==> src/rtl/fpu_to_int_if.sv <==
// Handshake bundle for the float-to-integer converter: request side (float word in)
// and response side (integer plus one-hot status out).
interface fpu_to_int_if #(
  parameter int INT_W = 32
);
  logic             in_valid;
  logic             in_ready;
  logic [31:0]      float_in;
  logic             out_valid;
  logic             out_ready;
  logic [INT_W-1:0] int_out;
  logic [3:0]       status_out;
  logic             busy;

  // master: the producer/consumer around the converter; slave: the converter itself
  modport master (
    output in_valid, float_in, out_ready,
    input  in_ready, out_valid, int_out, status_out, busy
  );

  modport slave (
    input  in_valid, float_in, out_ready,
    output in_ready, out_valid, int_out, status_out, busy
  );
endinterface

==> src/rtl/fpu_to_int.sv <==
// Iterative converter from the FPU result format {s, e[5:0], m[24:0]} to a signed integer:
// truncation toward zero, saturation on overflow, one mantissa shift per cycle.
module fpu_to_int #(
  parameter int INT_W    = 32,
  parameter int EXP_BIAS = 31
) (
  input  logic         clock100KHz,
  input  logic         reset,
  fpu_to_int_if.slave  bus
);

  localparam int MAG_W = INT_W - 1;
  localparam logic [INT_W-1:0] INT_MIN = {1'b1, {(INT_W-1){1'b0}}};
  localparam logic [INT_W-1:0] INT_MAX = {1'b0, {(INT_W-1){1'b1}}};
  localparam logic signed [6:0] E_TOP  = 7'(INT_W - 1);
  localparam logic signed [6:0] E_UNIT = 7'sd25;

  localparam logic [3:0] ST_EXACT     = 4'b0001;
  localparam logic [3:0] ST_INEXACT   = 4'b0010;
  localparam logic [3:0] ST_OVERFLOW  = 4'b0100;
  localparam logic [3:0] ST_UNDERFLOW = 4'b1000;

  typedef enum logic [2:0] {
    S_IDLE, S_CLASSIFY, S_SHIFT, S_FINISH, S_HOLD
  } state_e;

  typedef enum logic [2:0] {
    K_MAG, K_ZERO, K_UNDER, K_MIN, K_OVF
  } kind_e;

  state_e state_q, state_d;

  logic              sign_q;
  logic [5:0]        exp_q;
  logic [24:0]       man_q;
  kind_e             kind_q, cls_kind;
  logic [MAG_W-1:0]  mag_q;
  logic              sticky_q;
  logic [4:0]        cnt_q, cls_cnt;
  logic              left_q, cls_left;
  logic [INT_W-1:0]  int_q;
  logic [3:0]        status_q;
  logic signed [6:0] exp_unb, exp_diff;

  // Classification of the captured word; only consumed in CLASSIFY.
  // NOTE: every always_comb output gets a default first so no path leaves it unassigned (no latch).
  always_comb begin
    exp_unb  = $signed({1'b0, exp_q}) - $signed(7'(EXP_BIAS));
    exp_diff = exp_unb - E_UNIT;
    cls_left = exp_unb > E_UNIT;
    cls_cnt  = exp_diff[6] ? 5'(-exp_diff) : 5'(exp_diff);
    cls_kind = K_MAG;
    if (exp_q == 6'd0)                                        cls_kind = K_ZERO;
    else if (exp_unb < 7'sd0)                                 cls_kind = K_UNDER;
    else if (exp_unb == E_TOP && sign_q && man_q == 25'd0)    cls_kind = K_MIN;
    else if (exp_unb >= E_TOP)                                cls_kind = K_OVF;
  end

  always_comb begin
    state_d = state_q;
    unique case (state_q)
      S_IDLE:     if (bus.in_valid) state_d = S_CLASSIFY;
      S_CLASSIFY: state_d = (cls_kind != K_MAG || cls_cnt == 5'd0) ? S_FINISH : S_SHIFT;
      S_SHIFT:    if (cnt_q == 5'd1) state_d = S_FINISH;
      S_FINISH:   state_d = S_HOLD;
      S_HOLD:     if (bus.out_ready) state_d = S_IDLE;
      default:    state_d = S_IDLE;
    endcase
  end

  // NOTE: sequential state uses non-blocking assignments so every register samples pre-edge values.
  always_ff @(posedge clock100KHz) begin
    if (reset) state_q <= S_IDLE;
    else       state_q <= state_d;
  end

  always_ff @(posedge clock100KHz) begin
    if (reset) begin
      sign_q   <= 1'b0;
      exp_q    <= '0;
      man_q    <= '0;
      kind_q   <= K_MAG;
      mag_q    <= '0;
      sticky_q <= 1'b0;
      cnt_q    <= '0;
      left_q   <= 1'b0;
      int_q    <= '0;
      status_q <= '0;
    end else begin
      unique case (state_q)
        S_IDLE: begin
          if (bus.in_valid) begin
            sign_q <= bus.float_in[31];
            exp_q  <= bus.float_in[30:25];
            man_q  <= bus.float_in[24:0];
          end
        end
        S_CLASSIFY: begin
          kind_q   <= cls_kind;
          mag_q    <= MAG_W'({1'b1, man_q});
          sticky_q <= 1'b0;
          cnt_q    <= cls_cnt;
          left_q   <= cls_left;
        end
        S_SHIFT: begin
          // Left shifts stop at E = INT_W-2, so the leading one never leaves mag_q.
          if (left_q) begin
            mag_q <= mag_q << 1;
          end else begin
            mag_q    <= mag_q >> 1;
            sticky_q <= sticky_q | mag_q[0];
          end
          cnt_q <= cnt_q - 5'd1;
        end
        S_FINISH: begin
          case (kind_q)
            K_ZERO: begin
              int_q    <= '0;
              status_q <= ST_EXACT;
            end
            K_UNDER: begin
              int_q    <= '0;
              status_q <= ST_UNDERFLOW;
            end
            K_MIN: begin
              int_q    <= INT_MIN;
              status_q <= ST_EXACT;
            end
            K_OVF: begin
              int_q    <= sign_q ? INT_MIN : INT_MAX;
              status_q <= ST_OVERFLOW;
            end
            default: begin
              int_q    <= sign_q ? -{1'b0, mag_q} : {1'b0, mag_q};
              status_q <= sticky_q ? ST_INEXACT : ST_EXACT;
            end
          endcase
        end
        default: ;
      endcase
    end
  end

  assign bus.in_ready   = (state_q == S_IDLE);
  assign bus.busy       = (state_q != S_IDLE);
  assign bus.out_valid  = (state_q == S_HOLD);
  assign bus.int_out    = int_q;
  assign bus.status_out = status_q;

endmodule

==> src/flat_wrapper.sv <==
// flat-port wrapper written by rule: the top's interface ports become plain ports
module fpu_to_int_flat 
#(
  parameter int INT_W    = 32,
  parameter int EXP_BIAS = 31
)
  (clock100KHz, reset, bus_in_valid, bus_float_in, bus_out_ready, bus_in_ready, bus_out_valid, bus_int_out, bus_status_out, bus_busy);
  fpu_to_int_if #(.INT_W(INT_W)) bus_i ();
  input  logic clock100KHz;
  input  logic reset;
  input wire logic [$bits(bus_i.in_valid)-1:0] bus_in_valid;
  input wire logic [$bits(bus_i.float_in)-1:0] bus_float_in;
  input wire logic [$bits(bus_i.out_ready)-1:0] bus_out_ready;
  output wire logic [$bits(bus_i.in_ready)-1:0] bus_in_ready;
  output wire logic [$bits(bus_i.out_valid)-1:0] bus_out_valid;
  output wire logic [$bits(bus_i.int_out)-1:0] bus_int_out;
  output wire logic [$bits(bus_i.status_out)-1:0] bus_status_out;
  output wire logic [$bits(bus_i.busy)-1:0] bus_busy;
  assign bus_i.in_valid = bus_in_valid;
  assign bus_i.float_in = bus_float_in;
  assign bus_i.out_ready = bus_out_ready;
  assign bus_in_ready = bus_i.in_ready;
  assign bus_out_valid = bus_i.out_valid;
  assign bus_int_out = bus_i.int_out;
  assign bus_status_out = bus_i.status_out;
  assign bus_busy = bus_i.busy;
  fpu_to_int #(.INT_W(INT_W), .EXP_BIAS(EXP_BIAS)) u_core (.clock100KHz(clock100KHz), .reset(reset), .bus(bus_i));
endmodule
==> config.mk <==
export PLATFORM = sky130hd
export DESIGN_NAME = fpu_to_int_flat
export DESIGN_NICKNAME = d
export VERILOG_FILES = /design/src/rtl/fpu_to_int_if.sv /design/src/rtl/fpu_to_int.sv /design/src/flat_wrapper.sv
export SDC_FILE = /design/constraint.sdc
export NUM_CORES = 1
export LEC_CHECK = 0
export CORE_MARGIN = 8
export CORE_UTILIZATION = 40
export CTS_CLUSTER_SIZE = 10
export DETAILED_ROUTE_END_ITERATION = 8
export PLACE_DENSITY = 0.59
export SLEW_MARGIN = 20
export SYNTH_ARGS = -nofsm -noshare
export SYNTH_HDL_FRONTEND = slang
export SYNTH_SLANG_ARGS = --single-unit
==> constraint.sdc <==
create_clock -name clock100KHz -period 3.1 [get_ports clock100KHz]
set_input_delay 0.62 -clock clock100KHz [delete_from_list [all_inputs] [get_ports clock100KHz]]
set_output_delay 0.62 -clock clock100KHz [all_outputs]
set_load 0.05 [all_outputs]
==> key figures, run 1 <==
Yosys
  • Register bit count reported by yosys: 112
  • Netlist cell types: a little under 60
  • Post-synthesis sequential area ratio: 0.380
  • Async SR Flop Fraction: 0
  • Syn nets: 820
  • Synth warn: 0
  • Cells after synthesis: between 700 and 800
  • Synth Flop Type: dfxtp_1
  • Post-synth EDFFs: 0
  • Mapped Area: 5890 um^2
  • Mean Syn Cell Area: 7.59 um^2

Final layout
  • Fin area: 7010 um^2
  • Share of layout cells above drive strength 1: 0.0506
  • Fin nets: 850
  • # diodes: 0
  • Syn-to-layout area delta: 18.9%

Critical path
  • Critical Path End Type: flop
  • Crit Path Max Fanout: 13
  • Critical R2R Capture: u_core.cnt_q[3]$_SDFFE_PP0P_
  • Reg2Reg Depth: 9
  • WP data required: 3.41 ns
  • Setup Crit Path Kind: reg -> reg
  • Critical path launch point type: flop
  • Reg-to-Reg Start: u_core.exp_q[0]$_SDFFE_PP0P_
  • Crit path DAT: 2.99 ns
  • R2R setup slack: 0.43 ns

Global route
  • First-pass GRT wire length: 26400 um
  • Vias in the first global route: 5102
  • GRT Overall Usage: 0.172
  • Overflow after GRT: 0
  • Initial antenna violation count: 0
  • Largest net degree at the start of global routing: 57

STA
  • Final worst path period share: 0.863
  • Max-slew headroom: 0.469
  • Hold Vio Cnt, Final: 0
  • FMAX: roughly 0.37 GHz
  • Max-slew violation count: 0
  • Finish-stage setup viols: 0
  • Least-Margin Pin Slew: slightly below 0.8 ns
  • Clk_skew: 0.0124 ns
  • Min cycle time layout: 2.67 ns
  • RSZ-0062 raised after global routing: false
  • Setup TNS: 0 ns

Place
  • GPL Wtd Cong: 0.924
  • Placed cell areas: 6720 um^2
  • Hpwl dp: 11500 um
  • Port bufs: 74

Pwr
  • LEAKAGE: ~0.0024 uW
  • Peak VDD IR: 0.278 mV
  • Pwr dens: 646 nW/um^2

Floorplanning
  • IO Count: 75
  • Core area: 14500 um^2
  • Die X: 137 um
  • Initial core utilization: 0.407
  • Rows: 44
  • Die Y: 137 um
  • Die area: 18900 um^2

Clock tree
  • Sink Count: 112
  • PostCTS Resize Cnt: 0
  • Cts bufs inserted: 9
  • Clock transition at the registers of the reported paths: approximately 0.070 ns
  • Post-CTS Setup Repair Bufs: 0
  • CTS tree: built
  • CTS Buffer Depth: 2
  • Clk Tree Root Cell: clkbuf_16
  • Hold_buf cts: 0
  • Clk Latency, worst-skew pair: between 0.3 and 0.4 ns
  • H-tree levels: 3

Job
  • Max-cap violations: 0

Outcome
  • Status: complete, no violations

Detailed routing
  • Post-Route WL: 16300 um
  • Drt pass-1 iters: 5
  • Drt drc: 0
  • Via density per instance: 5.62
  • WL/cell: roughly 16 um
  • Via count: 5593
  • Post-route ant nets: 0
  • Starting DRT DRC Count: ~480

Min path
  • Worst hold path class: reg -> reg
  • Worst hold endpoint: u_core.bus.status_out[1]$_SDFFE_PP0P_
  • Min-delay src: u_core.bus.status_out[1]$_SDFFE_PP0P_
  • Hold Path Cell Cnt: 2
## registers in the layout (all words and copies together), names as in the netlist
signal and flops:
u_core.bus.int_out 32, u_core.mag_q 31, u_core.man_q 25, u_core.exp_q 6, u_core.cnt_q 5, u_core.bus.status_out 4, u_core.kind_q 3, u_core.state_q 3
u_core.left_q 1, u_core.sign_q 1, u_core.sticky_q 1
## report_power, final
part           internal (uW)  total [uW]  switching (uW)  leakage (uW)
Clock                    632        1190             558      0.000144
Combinational            557        1570            1010       0.00136
Sequential              1590        1770             184      0.000911
## synth_stat cells, drive strengths merged (10+ instances only)
cell type | n | area, um^2
dfxtp | 112 | 2240
a21oi | 86 | 430
nor3 | 43 | 215
inv | 10 | 37.5
o21ai | 27 | 135
nor2 | 124 | 465
nor4 | 11 | 81.3
xnor2 | 25 | 219
mux2i | 29 | 290
clkbuf | 64 | 240
nand3 | 11 | 55.1
a221oi | 26 | 228
nand2 | 101 | 379
## critical path, stage by stage, from the launching register on
cell and delay (ns):
dfxtp_1 0.57, inv_1 0.19, ha_1 0.45, or3_1 0.38
o31ai_1 0.07, o21ai_0 0.13, xor2_1 0.20, or3_1 0.34
a21oi_1 0.15, o21ba_2 0.13
## worst max path at each step
stage / from / end / slack (ns)
floorplan: u_core.exp_q[0]$_SDFFE_PP0P_ / u_core.cnt_q[3]$_SDFFE_PP0P_ / 0.54
global placement: u_core.exp_q[0]$_SDFFE_PP0P_ / u_core.state_q[0]$_SDFFE_PP0P_ / 0.54
detailed placement: u_core.exp_q[0]$_SDFFE_PP0P_ / u_core.state_q[0]$_SDFFE_PP0P_ / 0.48
CTS: u_core.exp_q[0]$_SDFFE_PP0P_ / u_core.cnt_q[3]$_SDFFE_PP0P_ / 0.45
global route: u_core.exp_q[0]$_SDFFE_PP0P_ / u_core.state_q[0]$_SDFFE_PP0P_ / 0.15
finish: u_core.exp_q[0]$_SDFFE_PP0P_ / u_core.cnt_q[3]$_SDFFE_PP0P_ / 0.43
## final cells by class
| cell class | instances | area [um^2] |
|---|---|---|
| flip-flops and latches | 112 | 2240 |
| clock buffers | 10 | 229 |
| inverters | 10 | 37.5 |
| multi-input cells | 586 | 3360 |
| well taps | 184 | 230 |
| repair buffers | 88 | 843 |
| fillers | 1442 | 7470 |
| clock inverters | 5 | 65.1 |
## stage by stage
| step | worst slack [ns] | utilization | instances | power, uW | hold slack, ns |
|---|---|---|---|---|---|
| 3_5_place_dp | 0.481 | 0.464 | 980 | 3370 | 0.449 |
| 5_1_grt | 0.154 | 0.484 | 995 | 4790 | 0.479 |
| 2_1_floorplan | 0.545 | - | 777 | 2900 | 0.449 |
| 4_1_cts | 0.452 | 0.484 | 995 | 4560 | 0.459 |
| 3_3_place_gp | 0.544 | 0.464 | 980 | 3350 | 0.445 |
| 6_report | 0.426 | 0.484 | 995 | 4530 | 0.463 |
## kinds of logic after synthesis
logic type	after synthesis	synth area share
simple gates	328	0.249
mux	29	0.0492
buf+inv	79	0.0520
flops	112	0.380
fa+ha+maj	7	0.0149
compound gates	192	0.210
xor+xnor	30	0.0446
## per-layer routing
metal  up-vias  share of wire  global-route usage
li1       2805              -                   -
met1      2616           0.48               0.241
met2       161           0.44               0.260
met3        11          0.060              0.0343
met4         0          0.011              0.0519
met5         -              0                   0
## cell usage in the layout, fill, tap and decap left out, types with 3 or more instances in the layout
| cell | instances |
|---|---|
| ha_1 | 7 |
| a221oi_1 | 26 |
| dfxtp_1 | 112 |
| and2_1 | 3 |
| o31ai_1 | 7 |
| xor2_1 | 5 |
| a31oi_1 | 5 |
| nand3_1 | 11 |
| xnor2_1 | 24 |
| nor3_1 | 42 |
| a21oi_1 | 86 |
| nand3b_1 | 4 |
| a211oi_1 | 5 |
| clkdlybuf4s50_1 | 73 |
| a41oi_1 | 3 |
| nor2_1 | 122 |
| buf_4 | 15 |
| or3_1 | 7 |
| inv_1 | 10 |
| o21ai_0 | 27 |
| o41ai_1 | 4 |
| nand2_1 | 101 |
| nand4_1 | 3 |
| a22o_1 | 4 |
| clkbuf_16 | 9 |
| nor4_1 | 9 |
| mux2i_1 | 29 |
| nor2b_1 | 7 |
| a311oi_1 | 4 |
No activity file was read; power rests on OpenSTA's default activity.
==> inputs of run 2 (changes only) <==
CELL_PAD_IN_SITES_DETAIL_PLACEMENT = 1   (was unset)
CELL_PAD_IN_SITES_GLOBAL_PLACEMENT = 1   (was unset)
CORE_UTILIZATION = 41   (was 40)
PLACE_DENSITY = 0.78   (was 0.59)
==> key figures, run 2 (synthesis gave the netlist of run 1 again) <==
Detailed routing
  • Drt pass-1 iters: 4
  • Via count: roughly 5700
  • Starting DRT DRC Count: 299
  • Post-Route WL: 18200 um
  • Via density per instance: 5.75
  • WL/cell: 18.3 um
  • Drt drc: 0
  • Post-route ant nets: 0

Critical path
  • CP max stage delay: 0.57 ns
  • Crit path to: u_core.state_q[0]$_SDFFE_PP0P_
  • R2R setup slack: around 0.37 ns
  • Critical Path End Type: flop
  • Crit-path slowest cell: dfxtp_1
  • Worst path cell trace: inv_1 -> ha_1 -> or3_1 -> o31ai_1 -> o21ai_0 -> xor2_1 -> xor2_1 -> a311oi_1 -> o21ai_0
  • Worst Setup SP: u_core.exp_q[0]$_SDFFE_PP0P_
  • Critical R2R Capture: u_core.state_q[0]$_SDFFE_PP0P_
  • Reg2Reg Depth: 9
  • Setup Crit Path Kind: reg -> reg
  • Reg-to-Reg Start: u_core.exp_q[0]$_SDFFE_PP0P_
  • Crit path DAT: between 2 and 3 ns
  • Crit Path Max Fanout: 13
  • WP data required: 3.35 ns
  • Critical path launch point type: flop

Pwr
  • Pwr dens: 663 nW/um^2
  • Peak VDD IR: 0.285 mV
  • Tot Pwr: 4670 uW
  • LEAKAGE: 0.00243 uW

Clock tree
  • CTS Buffer Depth: 2
  • Cts bufs inserted: 9
  • Sink Count: between 100 and 150
  • PostCTS Resize Cnt: 0
  • Post-CTS Setup Repair Bufs: 0
  • CTS tree: built
  • H-tree levels: 3
  • Clock transition at the registers of the reported paths: 0.07 ns
  • Clk Tree Root Cell: clkbuf_16
  • Hold_buf cts: 0
  • Clk Latency, worst-skew pair: 0.36 ns

STA
  • Hold Vio Cnt, Final: 0
  • Least-Margin Pin Slew: 0.647 ns
  • RSZ-0062 raised after global routing: false
  • Min cycle time layout: 2.73 ns
  • Final worst path period share: 0.882
  • Setup TNS: 0 ns
  • FMAX: roughly 0.37 GHz
  • Finish-stage setup viols: 0
  • Post-route setup slack: 0.366 ns
  • Max-slew headroom: 0.558
  • Clk_skew: approximately 0.0089 ns
  • Max-slew violation count: 0

Global route
  • First-pass GRT wire length: 30200 um
  • Largest net degree at the start of global routing: 56
  • GRT Overall Usage: 0.200
  • Initial antenna violation count: 0
  • Vias in the first global route: 5915
  • Overflow after GRT: 0

Final layout
  • Fin area: ~7000 um^2
  • Commonest non-fill, non-tap cell in the layout: nor2_1
  • Most frequent cells in the layout: nor2_1, dfxtp_1, nand2_1, a21oi_1, clkdlybuf4s50_1
  • # diodes: 0
  • Non-Filler Instances: approximately 1000
  • Syn-to-layout area delta: 19.5%
  • Number of flip-flops in the largest register: 32
  • Fin nets: 851
  • Share of layout cells above drive strength 1: 0.0530

Floorplanning
  • Core area: 14300 um^2
  • Die area: 18500 um^2
  • Die X: 136 um
  • Rows: 44
  • Initial core utilization: 0.412
  • Die Y: 136 um
  • IO Count: 75

Place
  • Pre-CTS setup slack: 0.328 ns
  • Port bufs: 74
  • GPL Wtd Cong: 0.875
  • Placed cell areas: ~6700 um^2
  • Dpl cells: 981
  • Hpwl dp: 12900 um

Outcome
  • Status: complete, no violations

Job
  • Max-cap violations: 0

Min path
  • Worst hold path class: reg -> reg
run 2: report_power, final:
group          leakage (uW)  total (uW)  internal, uW  switching, uW
clock network      0.000155        1280           726            549
registers          0.000911        1780          1590            188
logic               0.00136        1620           564           1060
total               0.00243        4670          2880           1790
run 2: how the worst min path moves through the flow:
stage | startpoint | to | slack [ns] | depth (start not counted)
3_5_place_dp | u_core.bus.status_out[0]$_SDFFE_PP0P_ | u_core.bus.status_out[0]$_SDFFE_PP0P_ | 0.45 | 2
5_1_grt | u_core.bus.status_out[1]$_SDFFE_PP0P_ | u_core.bus.status_out[1]$_SDFFE_PP0P_ | 0.49 | 2
2_1_floorplan | u_core.man_q[15]$_SDFFE_PP0P_ | u_core.man_q[15]$_SDFFE_PP0P_ | 0.45 | 2
6_report | u_core.bus.status_out[0]$_SDFFE_PP0P_ | u_core.bus.status_out[0]$_SDFFE_PP0P_ | 0.46 | 2
3_3_place_gp | u_core.bus.status_out[1]$_SDFFE_PP0P_ | u_core.bus.status_out[1]$_SDFFE_PP0P_ | 0.45 | 2
4_1_cts | u_core.bus.status_out[0]$_SDFFE_PP0P_ | u_core.bus.status_out[0]$_SDFFE_PP0P_ | 0.46 | 2
run 2: area by class of cell:
class	instances	area, um^2
well taps	184	230
clock buffers	10	239
inverters	10	37.5
fillers	1786	7270
clock inverters	5	81.3
flip-flops and latches	112	2240
multi-input cells	586	3360
repair buffers	89	851
run 2: metal layers:
layer	track usage	share of wire	up-vias
li1	-	-	2797
met1	0.255	0.45	2813
met2	0.330	0.49	107
met3	0.0421	0.050	12
met4	0.0677	0.0094	0
met5	0	0	-
run 2: per-stage QoR:
| step | hold WS, ns | utilization |
|---|---|---|
| 3_5_place_dp | 0.455 | 0.470 |
| 6_report | 0.460 | 0.492 |
| 5_1_grt | 0.485 | 0.492 |
| 2_1_floorplan | 0.449 | - |
| 3_3_place_gp | 0.446 | 0.470 |
| 4_1_cts | 0.465 | 0.492 |
run 2: critical path: cells and delay by family, from the launching register on:
family / cells / cell delay, ns
buffers and inverters: 1 / 0.20
AOI/OAI and AO/OA: 4 / 0.61
DFF: 1 / 0.57
and+or+nand+nor: 1 / 0.39
adders and majority gates: 1 / 0.45
xor gates and xnor gates: 2 / 0.40
